--- config.mk ---
export PLATFORM = sky130hd
export DESIGN_NAME = quet_led7_flat
export DESIGN_NICKNAME = d
export VERILOG_FILES = /design/src/rtl/quet_led7_pkg.sv /design/src/rtl/quet_led7_if.sv /design/src/rtl/quet_led7_timebase.sv /design/src/rtl/quet_led7.sv /design/src/flat_wrapper.sv
export SDC_FILE = /design/constraint.sdc
export NUM_CORES = 1
export LEC_CHECK = 0
export CAP_MARGIN = 20
export CELL_PAD_IN_SITES_DETAIL_PLACEMENT = 2
export CELL_PAD_IN_SITES_GLOBAL_PLACEMENT = 2
export CORE_MARGIN = 5
export CORE_UTILIZATION = 30
export CTS_BUF_LIST = sky130_fd_sc_hd__clkbuf_4 sky130_fd_sc_hd__clkbuf_8 sky130_fd_sc_hd__clkbuf_16
export DETAILED_ROUTE_END_ITERATION = 10
export PLACE_DENSITY_LB_ADDON = 0.05
export REMOVE_ABC_BUFFERS = 1
export SLEW_MARGIN = 20
export SYNTH_ARGS = -nofsm -noshare
export SYNTH_HDL_FRONTEND = slang
export SYNTH_SLANG_ARGS = --single-unit
--- constraint.sdc ---
create_clock -name clk -period 2.6 [get_ports clk]
set_input_delay 0.39 -clock clk [delete_from_list [all_inputs] [get_ports clk]]
set_output_delay 0.39 -clock clk [all_outputs]
set_load 0.02 [all_outputs]
--- src/rtl/quet_led7_pkg.sv ---
// Shared constants and helpers for the seven-segment scan controller.
package quet_led7_pkg;

    // BCD code the segment decoder renders as a dash.
    localparam logic [3:0] BCD_DASH = 4'hA;

    // Default scan and blink settings.
    localparam int unsigned DEF_NUM_DIGITS   = 8;
    localparam int unsigned DEF_SCAN_DIV     = 50000;
    localparam int unsigned DEF_DEAD_CYC     = 4;
    localparam int unsigned DEF_BLINK_FRAMES = 64;

    // Width of a counter holding 0..n-1, never narrower than one bit.
    function automatic int unsigned cnt_width(input int unsigned n);
        return (n < 2) ? 1 : $clog2(n);
    endfunction

endpackage

--- src/rtl/quet_led7_if.sv ---
// Display bus: shadow inputs and load handshake from the time counters,
// scan outputs towards the segment decoder and anode drivers.
interface quet_led7_if
    import quet_led7_pkg::*;
#(
    parameter int unsigned NUM_DIGITS = DEF_NUM_DIGITS
) ();

    logic [4*NUM_DIGITS-1:0] digits_in;
    logic [NUM_DIGITS-1:0]   blank_in;
    logic [NUM_DIGITS-1:0]   blink_mask;
    logic                    load_req;
    logic                    load_ack;
    logic [3:0]              data;
    logic [NUM_DIGITS-1:0]   an_n;
    logic                    frame_start;

    // Requester side (time counters / bench).
    modport master (
        output digits_in, blank_in, blink_mask, load_req,
        input  load_ack, data, an_n, frame_start
    );

    // Scan controller side.
    modport slave (
        input  digits_in, blank_in, blink_mask, load_req,
        output load_ack, data, an_n, frame_start
    );

endinterface

--- src/rtl/quet_led7_timebase.sv ---
// Scan timebase: slot prescaler, digit index and frame/blink counters.
module quet_led7_timebase
    import quet_led7_pkg::*;
#(
    parameter int unsigned NUM_DIGITS   = DEF_NUM_DIGITS,
    parameter int unsigned SCAN_DIV     = DEF_SCAN_DIV,
    parameter int unsigned BLINK_FRAMES = DEF_BLINK_FRAMES,
    localparam int unsigned PRE_W = cnt_width(SCAN_DIV),
    localparam int unsigned IDX_W = cnt_width(NUM_DIGITS)
) (
    input  logic             clk,
    input  logic             rst,
    output logic [PRE_W-1:0] pre_o,
    output logic [IDX_W-1:0] idx_o,
    output logic             tick_o,
    output logic             fb_o,
    output logic             blink_phase_o
);

    localparam int unsigned      FRM_W    = cnt_width(BLINK_FRAMES);
    localparam logic [PRE_W-1:0] PRE_LAST = PRE_W'(SCAN_DIV - 1);
    localparam logic [IDX_W-1:0] IDX_LAST = IDX_W'(NUM_DIGITS - 1);
    localparam logic [FRM_W-1:0] FRM_LAST = FRM_W'(BLINK_FRAMES - 1);

    logic [PRE_W-1:0] pre_q, pre_d;
    logic [IDX_W-1:0] idx_q, idx_d;
    logic [FRM_W-1:0] frm_q, frm_d;
    logic             blink_q, blink_d;
    logic             tick, fb;

    assign tick = (pre_q == PRE_LAST);
    assign fb   = tick && (idx_q == IDX_LAST);

    // Next-state for the prescaler, slot index and blink counters.
    always_comb begin
        pre_d   = tick ? '0 : pre_q + 1'b1;
        idx_d   = idx_q;
        frm_d   = frm_q;
        blink_d = blink_q;
        if (tick) begin
            idx_d = (idx_q == IDX_LAST) ? '0 : idx_q + 1'b1;
        end
        if (fb) begin
            if (frm_q == FRM_LAST) begin
                frm_d   = '0;
                blink_d = ~blink_q;
            end else begin
                frm_d = frm_q + 1'b1;
            end
        end
    end

    // Timebase state registers.
    always_ff @(posedge clk) begin
        if (rst) begin
            pre_q   <= '0;
            idx_q   <= '0;
            frm_q   <= '0;
            blink_q <= 1'b0;
        end else begin
            pre_q   <= pre_d;
            idx_q   <= idx_d;
            frm_q   <= frm_d;
            blink_q <= blink_d;
        end
    end

    assign pre_o         = pre_q;
    assign idx_o         = idx_q;
    assign tick_o        = tick;
    assign fb_o          = fb;
    assign blink_phase_o = blink_q;

endmodule

--- src/rtl/quet_led7.sv ---
// Seven-segment scan controller: double-buffered digit codes, blanking,
// blinking and dead time, with registered decoder and anode outputs.
module quet_led7
    import quet_led7_pkg::*;
#(
    parameter int unsigned NUM_DIGITS   = DEF_NUM_DIGITS,
    parameter int unsigned SCAN_DIV     = DEF_SCAN_DIV,
    parameter int unsigned DEAD_CYC     = DEF_DEAD_CYC,
    parameter int unsigned BLINK_FRAMES = DEF_BLINK_FRAMES
) (
    input  logic         clk,
    input  logic         rst,
    quet_led7_if.slave   bus
);

    localparam int unsigned      PRE_W    = cnt_width(SCAN_DIV);
    localparam int unsigned      IDX_W    = cnt_width(NUM_DIGITS);
    localparam logic [PRE_W-1:0] DEAD_PRE = PRE_W'(DEAD_CYC);
    localparam logic [IDX_W-1:0] IDX_LAST = IDX_W'(NUM_DIGITS - 1);

    logic [PRE_W-1:0] pre;
    logic [IDX_W-1:0] idx;
    logic             tick, fb, blink_phase;

    quet_led7_timebase #(
        .NUM_DIGITS   (NUM_DIGITS),
        .SCAN_DIV     (SCAN_DIV),
        .BLINK_FRAMES (BLINK_FRAMES)
    ) u_timebase (
        .clk           (clk),
        .rst           (rst),
        .pre_o         (pre),
        .idx_o         (idx),
        .tick_o        (tick),
        .fb_o          (fb),
        .blink_phase_o (blink_phase)
    );

    // Active (displayed) buffer.
    logic [4*NUM_DIGITS-1:0] act_dig_q;
    logic [NUM_DIGITS-1:0]   act_blank_q;
    logic [NUM_DIGITS-1:0]   act_mask_q;

    // Output registers.
    logic [3:0]            data_q, data_d;
    logic [NUM_DIGITS-1:0] an_n_q, an_n_d;
    logic                  ack_q, ack_d;
    logic                  fs_q, fs_d;

    logic capture;

    // Shadow inputs are only taken at a frame boundary, so a frame never mixes old and new codes.
    assign capture = fb && bus.load_req;

    // Active buffer load; reset leaves the display dark until the first load.
    always_ff @(posedge clk) begin
        if (rst) begin
            act_dig_q   <= '0;
            act_blank_q <= '1;
            act_mask_q  <= '0;
        end else if (capture) begin
            act_dig_q   <= bus.digits_in;
            act_blank_q <= bus.blank_in;
            act_mask_q  <= bus.blink_mask;
        end
    end

    // Decoder code, anode enable and handshake pulses for the next cycle.
    always_comb begin
        data_d = act_dig_q[{idx, 2'b00} +: 4];
        an_n_d = '1;
        if ((pre >= DEAD_PRE) && !act_blank_q[idx] && !(blink_phase && act_mask_q[idx])) begin
            an_n_d[idx] = 1'b0;
        end
        fs_d  = tick && (idx == IDX_LAST);
        ack_d = capture;
    end

    // Registered outputs.
    always_ff @(posedge clk) begin
        if (rst) begin
            data_q <= '0;
            an_n_q <= '1;
            ack_q  <= 1'b0;
            fs_q   <= 1'b0;
        end else begin
            data_q <= data_d;
            an_n_q <= an_n_d;
            ack_q  <= ack_d;
            fs_q   <= fs_d;
        end
    end

    assign bus.data        = data_q;
    assign bus.an_n        = an_n_q;
    assign bus.load_ack    = ack_q;
    assign bus.frame_start = fs_q;

endmodule

--- src/flat_wrapper.sv ---
// flat-port wrapper written by rule: the top's interface ports become plain ports
module quet_led7_flat import quet_led7_pkg::*;
#(
    parameter int unsigned NUM_DIGITS   = DEF_NUM_DIGITS,
    parameter int unsigned SCAN_DIV     = DEF_SCAN_DIV,
    parameter int unsigned DEAD_CYC     = DEF_DEAD_CYC,
    parameter int unsigned BLINK_FRAMES = DEF_BLINK_FRAMES
)
  (clk, rst, bus_digits_in, bus_blank_in, bus_blink_mask, bus_load_req, bus_load_ack, bus_data, bus_an_n, bus_frame_start);
  quet_led7_if #(.NUM_DIGITS(NUM_DIGITS)) bus_i ();
  input  logic clk;
  input  logic rst;
  input wire logic [$bits(bus_i.digits_in)-1:0] bus_digits_in;
  input wire logic [$bits(bus_i.blank_in)-1:0] bus_blank_in;
  input wire logic [$bits(bus_i.blink_mask)-1:0] bus_blink_mask;
  input wire logic [$bits(bus_i.load_req)-1:0] bus_load_req;
  output wire logic [$bits(bus_i.load_ack)-1:0] bus_load_ack;
  output wire logic [$bits(bus_i.data)-1:0] bus_data;
  output wire logic [$bits(bus_i.an_n)-1:0] bus_an_n;
  output wire logic [$bits(bus_i.frame_start)-1:0] bus_frame_start;
  assign bus_i.digits_in = bus_digits_in;
  assign bus_i.blank_in = bus_blank_in;
  assign bus_i.blink_mask = bus_blink_mask;
  assign bus_i.load_req = bus_load_req;
  assign bus_load_ack = bus_i.load_ack;
  assign bus_data = bus_i.data;
  assign bus_an_n = bus_i.an_n;
  assign bus_frame_start = bus_i.frame_start;
  quet_led7 #(.NUM_DIGITS(NUM_DIGITS), .SCAN_DIV(SCAN_DIV), .DEAD_CYC(DEAD_CYC), .BLINK_FRAMES(BLINK_FRAMES)) u_core (.clk(clk), .rst(rst), .bus(bus_i));
endmodule
Yosys cells after proc, flatten, opt, wreduce, memory -nomap -nowiden
Index checks and enable logic that the tools add are counted.
{"block": "classes", "addsub": 3, "n_mux": 8, "order_cmp": 3, "reduce_logical": 11, "n_bitwise": 3, "shift": 1, "n_eq_ne": 3}
{"operator": "$shiftx A32 B6 Y4", "count": 1}
{"operator": "$add A16 B1 Y16 const B", "count": 1}
{"operator": "$eq A16 B16 Y1 const B", "count": 1}
{"operator": "$ge A16 B3 Y1 const B", "count": 1}
{"operator": "$not A8 Y8", "count": 1}
{"operator": "$add A6 B1 Y6 const B", "count": 1}
{"operator": "$bmux W1 S3", "count": 2}
{"operator": "$eq A6 B6 Y1 const B", "count": 1}
{"operator": "$logic_and A1 B1 Y1", "count": 6}
{"operator": "$mux W6", "count": 1}
{"operator": "$lt A3 B4 Y1 const B", "count": 1}
{"operator": "$reduce_or A2 Y1", "count": 2}
{"operator": "$add A3 B1 Y3 const B", "count": 1}
{"operator": "$demux W1 S3", "count": 1}
{"operator": "$eq A3 B3 Y1 const B", "count": 1}
{"operator": "$ge A3 B1 Y1 const B", "count": 1}
{"operator": "$mux W1", "count": 3}
{"operator": "$mux W3", "count": 1}
{"operator": "$logic_not A1 Y1", "count": 2}
{"operator": "$not A1 Y1", "count": 2}
{"operator": "$reduce_and A2 Y1", "count": 1}
{"block": "word_totals", "word_cells": 43, "ff_bits": 88}

Logic depth before layout (Yosys ltp)
{"block": "logic_depth", "ltp_word": 7, "ltp_mapped": 9}

Hierarchy
From an unflattened synthesis, not the netlist that was laid out.
{"block": "unflattened", "cells_unflattened": 436, "hier_area_um2": 3726.1}
{"mod": "quet_led7", "seq_area_each_um2": 1241.2, "instances": 1, "area_per_inst_um2": 2522.4, "cells_per_inst": 300}
{"mod": "quet_led7_timebase", "seq_area_each_um2": 520.5, "instances": 1, "area_per_inst_um2": 1203.7, "cells_per_inst": 136}

Least setup slack after synthesis
No wires, ideal clock.
{"block": "synth_timing", "path_kind": "register to register", "from": "register u_core.u_timebase.idx_q[0], in the netlist u_core.u_timebase.idx_o[0]", "to": "register u_core.act_mask_q[1]", "path_stages_with_launch": 10, "t_arrival_ps": 2237, "slack_ps": 230, "setup_ps": 132, "n_path_buf": 3, "synth_period_minus_slack_ps": 2370, "path_cell_list": "dfxtp_1 > ha_1 > ha_1 > or4b_1 > or4_1 > buf_2 > clkbuf_1 > clkbuf_1 > o21ai_0 > a21oi_1"}
{"block": "synth_between", "elab_chain_len": 3}
{"element": "from (decl)", "line_no": "quet_led7_timebase.sv:26", "source": "logic [IDX_W-1:0] idx_q, idx_d;"}
{"element": "from (signal assigned)", "line_no": "quet_led7_timebase.sv:62", "source": "idx_q <= idx_d;"}
{"element": "$eq A3 B3 Y1", "line_no": "quet_led7_timebase.sv:32", "source": "assign fb = tick && (idx_q == IDX_LAST);"}
{"element": "$logic_and A1 B1 Y1", "line_no": "quet_led7_timebase.sv:32"}
{"element": "$logic_and A1 B1 Y1", "line_no": "quet_led7.sv:53", "source": "assign capture = fb && bus.load_req;"}
{"element": "to (signal assigned)", "line_no": "quet_led7.sv:64", "source": "act_mask_q <= bus.blink_mask;"}
{"element": "to (decl)", "line_no": "quet_led7.sv:42", "source": "logic [NUM_DIGITS-1:0] act_mask_q;"}
No other way between the ends.
A chain may end at the register's enable or synchronous reset.

Final worst setup path
{"block": "layout_timing", "from": "register u_core.u_timebase.idx_q[0], in the netlist u_core.u_timebase.idx_o[0]", "to": "register u_core.u_timebase.frm_q[5]"}
{"block": "layout_between", "elab_chain_len": 2}
{"element": "$eq A3 B3 Y1", "line_no": "quet_led7_timebase.sv:32"}
{"element": "$logic_and A1 B1 Y1", "line_no": "quet_led7_timebase.sv:32"}
{"element": "to (signal assigned)", "line_no": "quet_led7_timebase.sv:63", "source": "frm_q <= frm_d;"}
{"element": "to (decl)", "line_no": "quet_led7_timebase.sv:27", "source": "logic [FRM_W-1:0] frm_q, frm_d;"}
No other way between the ends.

==> summary.md <==
| Metric | Value |
|---|---|
| Status | finished clean |
| CP startpoint kind | flip-flop |
| Fin nets | between 500 and 600 |
| CP top delay family | simple AND/OR/NAND/NOR gates |
| CTS tree | done |
| Longest Clk Path Bufs | 2 |
| Hold WC Path Type | flip-flop to flip-flop |
| CTS buffer count | 9 |
| EDFF count, synth | 0 |
| Worst-path clk slew | 60 ps |
| Top cell by count, worst path | ha_1 |
| Final period util | between 90% and 100% |
| Skew final | 10.08 ps |
| Relative slew slack | roughly half |
| Top_reg_cell synth | dfxtp_1 |
| Max-slew violations | 0 |
| Cell taking the most area after synthesis | dfxtp_1 |
| CP arrival | between 2000 and 3000 ps |
| Crit path required time | 2870 ps |
| Avg Cell Area, Syn | 8.624 µm² |
| ANT nets after route | 0 |
| Core area | ~13,000 µm² |
| DIE WIDTH | approximately 120 µm |
| Placed cells | 658 |
| Multi-input logic area | roughly 1900 µm² |
| Most common library cell in the layout ignoring fill and taps | dfxtp_1 |
| Layout area overhead | 28.63% |
| Fin cells | 674 |
| Crit path kind | flip-flop to flip-flop |
| Critical path buffers and inverters | 0 |
| PortBufs | 64 |
| Yosys warns | 0 |
| Synthesized flop and latch total | 88 |
| Post-DP HPWL | roughly 7.5 mm |
| Clk root buf | clkbuf_16 |
| Number of remaining DRC errors | 0 |
| Dominant cells by area after synthesis | dfxtp_1 46%, a21oi_1 6.9%, nand3_1 6.5% |
| Initial core utilization | between 30% and 40% |
| Vias | 3,475 |
| DIE AREA | 15,220 µm² |
| Post-synthesis sequential area ratio | between 40% and 50% |
| CTS sink cnt | 88 |
| Setup Viol. Count Final | 0 |
| Critical Path Max Stage Delay | approximately 540 ps |
| Hold_buf cts | 0 |
| Filler cells | 1,414 |
| Grt ovf | 0 |
| Post-layout min period | between 2000 and 2500 ps |
| Io pins | 65 |
| Cell Area, Synth | a little under 4000 µm² |
| RSZ-0062 raised after global routing | false |
| Number of diodes | 0 |
| Fmax | slightly above 0.4 GHz |
| Critical Path End Type | flip-flop |
| Areal power density over the cells | 544.6 nW/µm² |
| Total of max-cap violations | 0 |
| Die Span Y | between 100 and 150 µm |
| GPL Wtd Cong | around 0.77 |
| Number of global-route vias before repair | 3,822 |
| Max FO, Critical Path | 7 |
| Initial antenna violation count | 0 |
| Leading cell types in the layout, fill and taps excluded | 88 x dfxtp_1, 62 x clkdlybuf4s50_1, 53 x a21oi_1, 50 x nand3_1, 47 x o21ai_0 |
| WL per Instance | between 15 and 20 µm |
| Post-cts sizing count | 0 |
| Worst-skew pair later-pin latency | about 350 ps |
| Cells after Synth | 447 |
| Initial DRC Count | approximately 180 |
| Worst Max-Slew Pin Slew | roughly 750 ps |
| All-Layer GR Usage | 16.00% |
| Layout cells sized above 1 | about 9% |
| Cell Chain, Critical Path | ha_1 -> ha_1 -> or4b_1 -> or4_4 -> or4_1 -> a21oi_1 |
| Final wirelength | ~11 mm |
| # rows | 41 |
| Sequential standard cell area | 1762 µm² |
| Synth unique cells | 42 |
| CP max stage cell | or4_1 |
| Max VDD drop | 289.2 µV |
| Pin count of the biggest net entering global routing | 50 |
| Vias/cell | between 5 and 6 |
| Hold Violations, Final | 0 |
| Final TNS setup | 0 ps |
| Ys async rst share | 0% |
| Post-CTS Setup Bufs | 0 |
| Leakage | 1.668 nW |
| Drt pass-1 iters | 4 |
| Top cell type's share of synthesized area | a little under half |
| H-tree depth | 3 |
| First-pass GRT wire length | between 15 and 20 mm |
[cell usage after synthesis, types with 2 or more instances]
master    number
a211o_1        8
a21oi_1       53
a221o_1        2
a31oi_1        2
and2_1         2
and3_1        11
and4_1         5
buf_1          3
buf_2          6
clkbuf_1      29
dfxtp_1       88
ha_1           5
inv_1          6
mux2_2         5
mux2i_1       10
mux4_2         4
nand2_1       21
nand3_1       50
nand3b_1       3
nand4_1        9
nor2_1        29
nor2b_1        4
nor3_1         6
nor4_1         2
nor4b_1        2
o21ai_0       47
or3_1          7
or4_1          3
xnor2_1        2
xor2_1        11
[registers in the layout, indices dropped and copies added, names as in the netlist, 3 cells and up]
name and count:
u_core.u_timebase.frm_q 6, u_core.bus.data 4, u_core.act_dig_q 32, u_core.u_timebase.idx_o 3
u_core.u_timebase.pre_o 16, u_core.act_blank_q 8, u_core.bus.an_n 8, u_core.act_mask_q 8
[area by class of cell]
cell class	instances	area share, %
Clock buffer	10	4.693
Clock inverter	5	0.7065
Inverter	6	0.4542
Multi-Input combinational cell	314	38.88
Sequential cell	88	35.53
Tap cell	172	4.340
Timing Repair Buffer	79	15.39
[metrics by stage]
step                      power (W)  setup WS (ps)  hold WS (ps)  area (µm²)  utilization (%)
final                      0.002700          176.6         464.1        4959            39.29
after global routing       0.002820          91.42         487.4        4959            39.29
after CTS                  0.002757          70.33         467.4        4940            39.14
after detailed placement   0.001529          113.4         452.9        4672            37.02
after global placement     0.001527          190.3         438.1        4672            37.02
after floorplan            0.001406          -1991         428.0        3700                -
[worst reg2reg max path, delay by kind of cell (launching register included)]
family | cells | cell delay (ps)
DFF | 1 | 350
adders and majority gates | 2 | 320
AOI/OAI and AO/OA | 1 | 150
and+or+nand+nor | 3 | 1540
[power by group]
part	internal [W]	switching, W
Clock	0.000653	0.000548
Sequential	0.00135	0.00000515
Combinational	0.0000792	0.0000632
Total	0.00208	0.000617
[per-layer routing]
layer,up-vias,track usage [%],routed length [µm]
met3,14,4.986,369
met4,0,4.637,137
met5,-,0,0
met1,1706,20.27,5474
li1,1703,-,-
met2,52,26.20,5411
[path summary, 6_finish.rpt]
check	end	cells past startpoint	startpoint	slack (ps)
min	u_core.act_blank_q[0]	1	u_core.act_blank_q[0]	460
max reg2reg	u_core.u_timebase.frm_q[5]	6	u_core.u_timebase.idx_o[0]	180
min reg2reg	u_core.act_blank_q[0]	1	u_core.act_blank_q[0]	460
max	u_core.u_timebase.frm_q[5]	6	u_core.u_timebase.idx_o[0]	180
[logic make-up (layout without fill, tap and decap cells)]
group | Yosys count | after routing | synth area share, %
AND/OR/NAND/NOR | 159 | 159 | 21.78
XOR/XNOR | 13 | 13 | 2.954
buffers and inverters | 45 | 100 | 4.609
adder cells (fa/ha/maj) | 5 | 5 | 1.623
multiplexers | 19 | 19 | 6.394
AO/OA/AOI/OAI | 118 | 118 | 16.94
flip-flops | 88 | 88 | 45.70
Power figures use the tool's default switching activity.
